### config.mk
export PLATFORM = sky130hd
export DESIGN_NAME = hazard_ctrl_unit
export DESIGN_NICKNAME = d
export VERILOG_FILES = /design/src/rtl/hazard_ctrl_unit.sv
export SDC_FILE = /design/constraint.sdc
export NUM_CORES = 1
export LEC_CHECK = 0
export CORE_MARGIN = 4
export CORE_UTILIZATION = 35
export CTS_CLUSTER_SIZE = 12
export DETAILED_ROUTE_END_ITERATION = 7
export PLACE_DENSITY = 0.65
export SLEW_MARGIN = 0
export SYNTH_ARGS = -nofsm -noshare
export SYNTH_HDL_FRONTEND = slang
export SYNTH_SLANG_ARGS = --single-unit
### constraint.sdc
create_clock -name clk -period 3.4 [get_ports clk]
set_clock_uncertainty 0.15 [all_clocks]
set_input_delay 0.51 -clock clk [delete_from_list [all_inputs] [get_ports clk]]
set_output_delay 0.51 -clock clk [all_outputs]
set_load 0.01 [all_outputs]
### src/rtl/hazard_ctrl_unit.sv
// hazard_ctrl_unit
//   Pipeline sequencer for the 5-stage LEGv8 core. It owns every write enable,
//   flush and bubble control of the IF/ID, ID/EX, EX/MEM and MEM/WB registers
//   and resolves load-use, taken-branch and data-memory-busy hazards. It also
//   produces the ALU operand forwarding selects.
//
// Parameters
//   FLUSH_CYCLES  front-end flush cycles per taken branch (1..3)
//   CNT_W         width of the saturating performance counters
//
// Ports
//   clk, reset                     rising-edge clock, async active-high reset
//   id_Rn/id_Rm, id_uses_rn/rm     sources of the instruction in ID
//   ex_Rn/ex_Rm/ex_Rd, ex_MemRead  operands, destination and load flag in ID/EX
//   mem_Rd, mem_RegWrite           destination held in EX/MEM
//   mem_br_taken, mem_busy         branch resolution and data memory stall
//   wb_Rd, wb_RegWrite             destination held in MEM/WB
//   pc_write, ifid_write           front-end load enables
//   ifid_flush, idex_bubble        IF/ID clear and ID/EX NOP injection
//   exmem_flush, pipe_hold         EX/MEM clear and back-end freeze
//   fwd_a, fwd_b                   ALU operand selects (00 RF, 10 EX/MEM, 01 MEM/WB)
//   stall_cnt, flush_cnt           saturating stall-cycle and branch-flush counts

module hazard_ctrl_unit #(
  parameter int FLUSH_CYCLES = 1,
  parameter int CNT_W        = 16
) (
  input  logic             clk,
  input  logic             reset,
  input  logic [4:0]       id_Rn,
  input  logic [4:0]       id_Rm,
  input  logic             id_uses_rn,
  input  logic             id_uses_rm,
  input  logic [4:0]       ex_Rn,
  input  logic [4:0]       ex_Rm,
  input  logic [4:0]       ex_Rd,
  input  logic             ex_MemRead,
  input  logic [4:0]       mem_Rd,
  input  logic             mem_RegWrite,
  input  logic             mem_br_taken,
  input  logic             mem_busy,
  input  logic [4:0]       wb_Rd,
  input  logic             wb_RegWrite,
  output logic             pc_write,
  output logic             ifid_write,
  output logic             ifid_flush,
  output logic             idex_bubble,
  output logic             exmem_flush,
  output logic             pipe_hold,
  output logic [1:0]       fwd_a,
  output logic [1:0]       fwd_b,
  output logic [CNT_W-1:0] stall_cnt,
  output logic [CNT_W-1:0] flush_cnt
);

  localparam logic [1:0] RUN      = 2'd0;
  localparam logic [1:0] MEM_WAIT = 2'd1;
  localparam logic [1:0] BR_FLUSH = 2'd2;

  localparam logic [4:0] XZR = 5'd31;

  // Remaining flush cycles loaded on the branch cycle itself.
  localparam logic [1:0] FL_INIT = 2'(FLUSH_CYCLES - 1);

  logic [1:0]       state_q, state_d;
  logic [1:0]       fl_cnt_q, fl_cnt_d;
  logic [CNT_W-1:0] stall_cnt_q, stall_cnt_d;
  logic [CNT_W-1:0] flush_cnt_q, flush_cnt_d;

  logic load_use;
  logic br_event;

  // XZR is hardwired zero, so a load into X31 can never create a dependency.
  always_comb begin
    load_use = ex_MemRead && (ex_Rd != XZR) &&
               ((id_uses_rn && (id_Rn == ex_Rd)) ||
                (id_uses_rm && (id_Rm == ex_Rd)));
  end

  // The younger producer (EX/MEM) has priority over MEM/WB.
  always_comb begin
    fwd_a = 2'b00;
    if (mem_RegWrite && (mem_Rd != XZR) && (mem_Rd == ex_Rn)) begin
      fwd_a = 2'b10;
    end else if (wb_RegWrite && (wb_Rd != XZR) && (wb_Rd == ex_Rn)) begin
      fwd_a = 2'b01;
    end

    fwd_b = 2'b00;
    if (mem_RegWrite && (mem_Rd != XZR) && (mem_Rd == ex_Rm)) begin
      fwd_b = 2'b10;
    end else if (wb_RegWrite && (wb_Rd != XZR) && (wb_Rd == ex_Rm)) begin
      fwd_b = 2'b01;
    end
  end

  // Sequencer: MEM_WAIT with memory still busy freezes everything and ignores
  // the branch input; MEM_WAIT with memory ready behaves exactly like RUN.
  // During BR_FLUSH the front end holds only squashed instructions, so busy
  // and load-use are irrelevant there.
  always_comb begin
    state_d     = state_q;
    fl_cnt_d    = fl_cnt_q;
    pc_write    = 1'b1;
    ifid_write  = 1'b1;
    ifid_flush  = 1'b0;
    idex_bubble = 1'b0;
    exmem_flush = 1'b0;
    pipe_hold   = 1'b0;
    br_event    = 1'b0;

    if (state_q == BR_FLUSH) begin
      ifid_flush  = 1'b1;
      idex_bubble = 1'b1;
      fl_cnt_d    = fl_cnt_q - 2'd1;
      if (fl_cnt_q == 2'd1) begin
        state_d = RUN;
      end
    end else if ((state_q == MEM_WAIT) && mem_busy) begin
      pc_write   = 1'b0;
      ifid_write = 1'b0;
      pipe_hold  = 1'b1;
    end else begin
      state_d = RUN;
      if (mem_br_taken) begin
        ifid_flush  = 1'b1;
        idex_bubble = 1'b1;
        exmem_flush = 1'b1;
        br_event    = 1'b1;
        if (FLUSH_CYCLES > 1) begin
          state_d  = BR_FLUSH;
          fl_cnt_d = FL_INIT;
        end
      end else if (mem_busy) begin
        pc_write   = 1'b0;
        ifid_write = 1'b0;
        pipe_hold  = 1'b1;
        state_d    = MEM_WAIT;
      end else if (load_use) begin
        pc_write    = 1'b0;
        ifid_write  = 1'b0;
        idex_bubble = 1'b1;
      end
    end
  end

  // Performance counters stick at all-ones instead of wrapping.
  always_comb begin
    stall_cnt_d = stall_cnt_q;
    flush_cnt_d = flush_cnt_q;
    if (!pc_write && (stall_cnt_q != '1)) begin
      stall_cnt_d = stall_cnt_q + CNT_W'(1);
    end
    if (br_event && (flush_cnt_q != '1)) begin
      flush_cnt_d = flush_cnt_q + CNT_W'(1);
    end
  end

  always_ff @(posedge clk or posedge reset) begin
    if (reset) begin
      state_q     <= RUN;
      fl_cnt_q    <= 2'd0;
      stall_cnt_q <= '0;
      flush_cnt_q <= '0;
    end else begin
      state_q     <= state_d;
      fl_cnt_q    <= fl_cnt_d;
      stall_cnt_q <= stall_cnt_d;
      flush_cnt_q <= flush_cnt_d;
    end
  end

  assign stall_cnt = stall_cnt_q;
  assign flush_cnt = flush_cnt_q;

endmodule

Word level (Yosys, flattened, before mapping)
Cells that the tools add are included.
{ "word_totals": {"latch_bits": 0, "ramBits": 0, "in_bits": 44, "ff_bits": 36, "rom_bits": 0, "mem_count": 0, "output_inout_bits": 42} }
{ "op_classes": {"n_lt_le_gt_ge": 0, "n_bitwise": 0, "addsub": 3, "div": 0, "multipliers": 0, "n_reduce_logical": 16, "n_shift": 0, "eq_ne": 16, "muxes": 27} }
{ "op_table": {"columns": ["cell", "n"], "rows": [
  ["$add A16 B1 Y16 const B", 2],
  ["$ne A16 B16 Y1 const B", 2],
  ["$eq A5 B5 Y1", 6],
  ["$mux W1", 22],
  ["$ne A5 B5 Y1 const B", 3],
  ["$logic_and A1 B1 Y1", 13],
  ["$mux W2", 5],
  ["$eq A2 B1 Y1 const B", 2],
  ["$eq A2 B2 Y1 const B", 1],
  ["$ne A2 B1 Y1 const B", 1],
  ["$ne A2 B2 Y1 const B", 1],
  ["$reduce_and A2 Y1", 1],
  ["$sub A2 B1 Y2 const B", 1],
  ["$logic_not A1 Y1", 1],
  ["$logic_or A1 B1 Y1", 1]
]} }

Longest topological paths before layout
Gate-level depths: netlist of run 1.
{ "logic_depth": {"word_depth": 11, "depth_mapped": 8, "mapped_depth_nobuf": 7} }

Least setup slack after synthesis of run 1
Ideal clock, no wire load.
{ "synth_timing": {"path_kind": "input to output", "from": "input port ex_Rd[0]", "to": "output port pc_write", "t_arrival_ns": 1.532, "cell_stages": 6, "path_slack_ns": 1.208, "t_required_ns": 2.740, "path_cell_list": "xnor2_1 -> nand4_1 -> o22ai_1 -> a21oi_1 -> or2_2 -> buf_4"} }
{ "synth_via": {"elab_chain_cells": 9, "elab_cells_between_ends": 13} }
{ "synth_lines": {"columns": ["element", "line", "source"], "rows": [
  ["start: declaration", "36", "input logic [4:0] ex_Rd,"],
  ["$eq A5 B5 Y1, on equally long branches", "76, 77", null],
  ["$logic_and A1 B1 Y1, on equally long branches", "76, 77", null],
  ["$logic_or A1 B1 Y1", "76", "((id_uses_rn && (id_Rn == ex_Rd)) ||"],
  ["$logic_and A1 B1 Y1 (*)", "75", "load_use = ex_MemRead && (ex_Rd != XZR) &&"],
  ["$mux W1 (*) (5 in a row)", null, null],
  ["end: declaration", "44", "output logic pc_write,"]
]} }
Every way passes the cells marked *; elsewhere a longest branch is shown, timed or not.

Worst setup path in the final report of run 1
{ "layout_timing": {"from": "input port ex_Rd[0]", "to": "output port ifid_write"} }
{ "layout_via": {"elab_chain_cells": 9, "elab_cells_between_ends": 13} }
{ "layout_lines": {"columns": ["element", "line", "source"], "rows": [
  ["$eq A5 B5 Y1, on equally long branches", "76, 77", null],
  ["$logic_and A1 B1 Y1, on equally long branches", "76, 77", null],
  ["$logic_or A1 B1 Y1", "76", null],
  ["$logic_and A1 B1 Y1 (*)", "75", null],
  ["$mux W1 (*)", "139", "end else if (load_use) begin"],
  ["$mux W1 (*)", "134", "end else if (mem_busy) begin"],
  ["$mux W1 (*)", "125", "if (mem_br_taken) begin"],
  ["$mux W1 (*)", "119", "end else if ((state_q == MEM_WAIT) && mem_busy) begin"],
  ["$mux W1 (*)", "112", "if (state_q == BR_FLUSH) begin"],
  ["end: declaration", "45", "output logic ifid_write,"]
]} }
Marks and branches as above.

==> results of run 1 <==
## state kept, by name (all words and copies together), names as in the netlist
| name | cells |
|---|---|
| state_q | 1 |
| stall_cnt | 16 |
| flush_cnt | 16 |
## metal layers
metal,track usage,wire length [um]
met5,0,0
met3,0.0484,339
met2,0.216,2140
met1,0.196,2430
met4,0.0629,116
## synth_stat cells (all sizes together)
cell type  number  share of area
nand4           5          0.016
a21boi          1         0.0093
o21ai           5          0.012
nand2b          2         0.0062
or4             2         0.0075
o22ai           1         0.0031
ha              2          0.012
mux2            3          0.017
xor2           30           0.13
and2            2         0.0062
buf             3          0.013
nor3b           1         0.0062
or3             1         0.0031
and4            2          0.010
or2             3         0.0093
and3            7          0.024
dfrtp          33           0.41
nor4            6          0.019
inv             4         0.0075
a221oi          1         0.0075
o221ai          1         0.0044
o21a            1         0.0037
xnor2          28           0.12
nand3          18          0.045
nor2            7          0.013
o211a           1         0.0050
nand2          18          0.035
nor3            7          0.031
a21oi           4          0.010
## final cells by class
class                           count  area [sq um]
Timing Repair Buffer               86           858
Sequential cell                    33           826
Inverter                            4          15.0
Clock buffer                        7          86.3
Tap cell                           72          90.1
Multi-Input combinational cell    159          1140
Fill cell                         517          2520
## worst max-delay path, stage by stage
cell	delay, ns
clkdlybuf4s50_1	0.54
xnor2_1	0.14
nand4_1	0.14
o22ai_1	0.23
a21oi_1	0.14
or2_2	0.32
clkdlybuf4s50_1	0.48
## through the flow
stage	power [uW]	worst slack (ns)	util
2_1_floorplan	794	1.21	-
3_3_place_gp	1080	0.287	0.529
3_5_place_dp	1090	0.235	0.529
4_1_cts	1390	0.229	0.544
5_1_grt	1470	0.0772	0.544
6_report	1370	0.245	0.544
## final timing paths
kind	startpoint	end	slack (ns)
max	ex_Rd[0]	ifid_write	0.24
min	flush_cnt[9]$_DFFE_PP0P_	flush_cnt[9]$_DFFE_PP0P_	0.34
max reg2reg	stall_cnt[0]$_DFFE_PP0P_	stall_cnt[1]$_DFFE_PP0P_	1.17
min reg2reg	flush_cnt[9]$_DFFE_PP0P_	flush_cnt[9]$_DFFE_PP0P_	0.34
max in group asynchronous	reset	stall_cnt[8]$_DFFE_PP0P_	1.99
min in group asynchronous	reset	flush_cnt[4]$_DFFE_PP0P_	0.45
## power breakdown
group          leakage [uW]  switching (uW)  total [uW]  internal, uW
combinational      0.000791             193         488           294
clock             0.0000443             134         294           160
sequential         0.000427             109         585           476
## cell families after synthesis
kind of cell	after synthesis	share of synthesized area
adders and majority gates	2	0.0125
DFF	33	0.411
xor gates and xnor gates	58	0.253
and+or+nand+nor	81	0.231
muxes	3	0.0168
buffers and inverters	7	0.0206
AOI/OAI and AO/OA	15	0.0555
==> summary.txt, run 1 <==
Routing
  – Vias: 1747
  – Drt via density: 4.84
  – ANT nets after route: 0
  – Drt initial violations: 25
  – Total Wirelength: 5.03 mm
  – DRC: 0
  – Routed WL per cell: 13.9 um
  – TritonRoute pass-1 iters: 3

Floorplan
  – DIE WIDTH: 83.7 um
  – Core area: 5540 sq um
  – Starting Density: 0.362
  – Die Footprint: 7010 sq um
  – Row count: 27
  – Die Span Y: 83.7 um
  – # IOs: 86

STA
  – Fmax: 0.317 GHz
  – Hold slack: 0.338 ns
  – Final hold vios: 0
  – Final critical-path share of the clock period: 0.928
  – Worst Max-Slew Pin Slew: 0.610 ns
  – Final slew viol count: 0
  – RSZ-0062 raised after global routing: false
  – Max-slew headroom: 0.593
  – Final setup fails: 0
  – Setup TNS: 0 ns
  – Min Tclk post-route: 3.16 ns

Layout
  – Final Non-Filler Cells: 361
  – Nets: 335
  – # diodes: 0
  – Share of layout cells above drive strength 1: 0.0796
  – Area added between synthesis and finish: 50.2%
  – Design area: 3020 sq um
  – Most frequent cells in the layout: clkdlybuf4s50_1 (85), dfrtp_1 (33), xor2_1 (30)
  – Most common cell after layout, fill and taps aside: clkdlybuf4s50_1

Global routing
  – Antenna violations before repair: 0
  – Pin count of the biggest net entering global routing: 18
  – Total GRT Usage: 0.147
  – First-pass GRT wire length: 8.37 mm
  – GR Overflow Total: 0
  – Vias in the first global route: 1739

Critical path
  – CP Class: in2out
  – Crit path DAT: 2.50 ns
  – Critical path capture point type: output port
  – Crit path max fanout: 3
  – CP Launch Type: input port
  – Critical Path RT: 2.74 ns
  – Reg2reg path depth: 6

Placement
  – Placed insts: 354
  – DP HPWL: 4.03 mm
  – Final Wtd Congestion: 0.847
  – Port bufs: 85
  – Placed cell areas: 2930 sq um

Power and ir drop
  – Max IR drop VDD: 0.294 mV
  – Leakage: 0.00126 uW
  – Power Dens Cells: 453 nW/um^2

Outcome
  – Status: finished, final reports clean

Synthesis
  – Yosys cell types: 35
  – Post-Syn Nets: 245
  – Synth Instances: 199
  – Post-Synthesis Cell Area: 2010 sq um
  – FF+latch count, synth: 33
  – Seq/Total Area, Yosys: 0.411
  – Avg Inst Size Synth: 10.1 sq um
  – Ys Warns: 0

Clock tree
  – Number of H-tree levels: 2
  – Clock Latency Late Sink: 0.28 ns
  – Setup bufs post-CTS: 0
  – CTS tree: done
  – CTS max path bufs: 2
  – Post-CTS sizing: 0
  – CTS buffer count: 5
  – CTS Sinks: 33
  – Post-CTS Hold Buffers: 0
  – Root cell of the clock tree: clkbuf_8
  – Clock slew at reported path FFs: 0.06 ns

Run
  – Max Cap Violations: 0

Worst hold path
  – Hold Path Stages: 1
  – Worst min-delay path class: reg2reg
(Power assumes the default switching activity.)
==> run 2, diff against run 1 <==
- CAP_MARGIN: default -> 20
- CORE_UTILIZATION: 35 -> 46
- PLACE_DENSITY: 0.65 -> 0.83
- TNS_END_PERCENT: default -> 20
==> run 2 against run 1 <==
  * Sequential cell count is the same
  * Final area shrank 0.91%
  * Routed wire length grew 1.2%
  * Worst hold slack gained 0.0017 ns
  * Count of clock-buffer cells in the layout is the same
  * Core utilization grew 18 points
  * Sequential power is essentially flat
  * Combinational power is essentially flat
  * Total power shrank 0.69%
  * Largest cell class unchanged
==> summary.txt, run 2 (synthesis gave the netlist of run 1 again) <==
Layout
  – Final Non-Filler Cells: 339
  – Area added between synthesis and finish: 48.8%
  – Core Util, Final: 0.726
  – Most frequent cells in the layout: clkdlybuf4s50_1 (85), dfrtp_1 (33), xor2_1 (30)
  – Most common cell after layout, fill and taps aside: clkdlybuf4s50_1
  – Share of layout cells above drive strength 1: 0.0796
  – # diodes: 0
  – Nets: 335

Routing
  – Vias: 1768
  – ANT nets after route: 0
  – Drt initial violations: 42
  – DRC: 0
  – Total Wirelength: 5.09 mm
  – Routed WL per cell: 15.0 um
  – Drt via density: 5.22
  – TritonRoute pass-1 iters: 4

Critical path
  – R2r startpoint: stall_cnt[0]$_DFFE_PP0P_
  – CP Launch Type: input port
  – Critical path capture point type: output port
  – Reg2reg path depth: 7
  – Crit path DAT: 2.51 ns
  – Reg2reg setup slack: 1.15 ns
  – Critical Path RT: 2.74 ns
  – Crit path max fanout: 3
  – CP Class: in2out
  – R2r endpoint: stall_cnt[15]$_DFFE_PP0P_

Clock tree
  – Root cell of the clock tree: clkbuf_8
  – Clock Latency Late Sink: 0.27 ns
  – CTS max path bufs: 2
  – Number of H-tree levels: 2
  – Setup bufs post-CTS: 0
  – CTS Sinks: 33
  – Clock slew at reported path FFs: 0.06 ns
  – Post-CTS sizing: 0
  – CTS tree: done
  – Post-CTS Hold Buffers: 0
  – CTS buffer count: 5

Global routing
  – Total GRT Usage: 0.184
  – Vias in the first global route: 1728
  – First-pass GRT wire length: 7.95 mm
  – GR Overflow Total: 0
  – Antenna violations before repair: 0
  – Pin count of the biggest net entering global routing: 18

Power and ir drop
  – Pint: 930 uW
  – Max IR drop VDD: 0.482 mV
  – Combinational group share of total power: 0.360
  – Clock power share: 0.210
  – Leakage: 0.00126 uW
  – Power Dens Cells: 454 nW/um^2
  – NetSw: 427 uW
  – Switching portion of total power: 0.315
  – Sequential Power Share: 0.430

STA
  – Setup TNS: 0 ns
  – Fmax: 0.316 GHz
  – RSZ-0062 raised after global routing: false
  – Min Tclk post-route: 3.17 ns
  – Final slew viol count: 0
  – Worst Max-Slew Pin Slew: 0.593 ns
  – Max-slew headroom: 0.604
  – Final hold vios: 0
  – Post-route setup slack: 0.233 ns
  – Final critical-path share of the clock period: 0.932
  – Hold slack: 0.340 ns
  – Final setup fails: 0

Outcome
  – Status: finished, final reports clean

Floorplan
  – Die Span Y: 74.1 um
  – DIE WIDTH: 74.1 um
  – Row count: 23
  – Starting Density: 0.488
  – Core area: 4120 sq um
  – # IOs: 86
  – Die Footprint: 5490 sq um

Placement
  – Final Wtd Congestion: 0.920
  – Placed insts: 332
  – DP HPWL: 4.10 mm
  – Port bufs: 85
  – Place WS: 0.228 ns

Worst hold path
  – Worst Hold End: flush_cnt[9]$_DFFE_PP0P_
  – Min-delay src: flush_cnt[9]$_DFFE_PP0P_
  – Hold Path Stages: 1
  – Worst min-delay path class: reg2reg

Run
  – Max Cap Violations: 0
-- run 2: cell counts in the layout (fill, tap and decap cells not counted) --
No cell type changed its count.
-- run 2: power groups by stage --
stage / Combinational [uW] / Sequential (uW) / Clock (uW)
4_1_cts: 496 / 583 / 293
3_5_place_dp: 494 / 588 / 0
6_report: 489 / 583 / 285
2_1_floorplan: 185 / 609 / 0
3_3_place_gp: 486 / 584 / 0
5_1_grt: 532 / 598 / 311
-- run 2: per-layer routing --
metal | vias up | GRT usage | part of all wire
li1 | 867 | - | -
met3 | 2 | 0.0514 | 0.089
met2 | 69 | 0.304 | 0.47
met4 | 0 | 0.0382 | 0.0037
met5 | - | 0 | 0
met1 | 830 | 0.244 | 0.44
-- run 2: worst max path at each step --
stage / start / cells after the start / endpoint
detailed placement: ex_Rd[4] / 7 / ifid_write
CTS: ex_Rd[4] / 7 / ifid_write
global placement: ex_Rd[4] / 7 / pc_write
global route: wb_Rd[1] / 6 / fwd_a[0]
floorplan: ex_Rd[0] / 6 / pc_write
finish: ex_Rd[4] / 7 / ifid_write
-- run 2: area by class of cell --
class	count	area, sq um
flip-flops and latches	33	826
well taps	50	62.6
inverters	4	15.0
repair buffers	86	858
clock buffers	7	86.3
fillers	326	1130
multi-input cells	159	1140
-- run 2: through the flow --
step	total power (uW)	instance area, sq um
final	1360	2990
after global routing	1440	2990
after CTS	1370	2990
after detailed placement	1080	2900
after global placement	1070	2900
after floorplan	794	2010
-- run 2: worst max-delay path: stages --
cell             delay, ns
clkdlybuf4s50_1       0.55
xnor2_1               0.14
nand4_1               0.14
o22ai_1               0.23
a21oi_1               0.12
or2_2                 0.31
clkdlybuf4s50_1       0.50
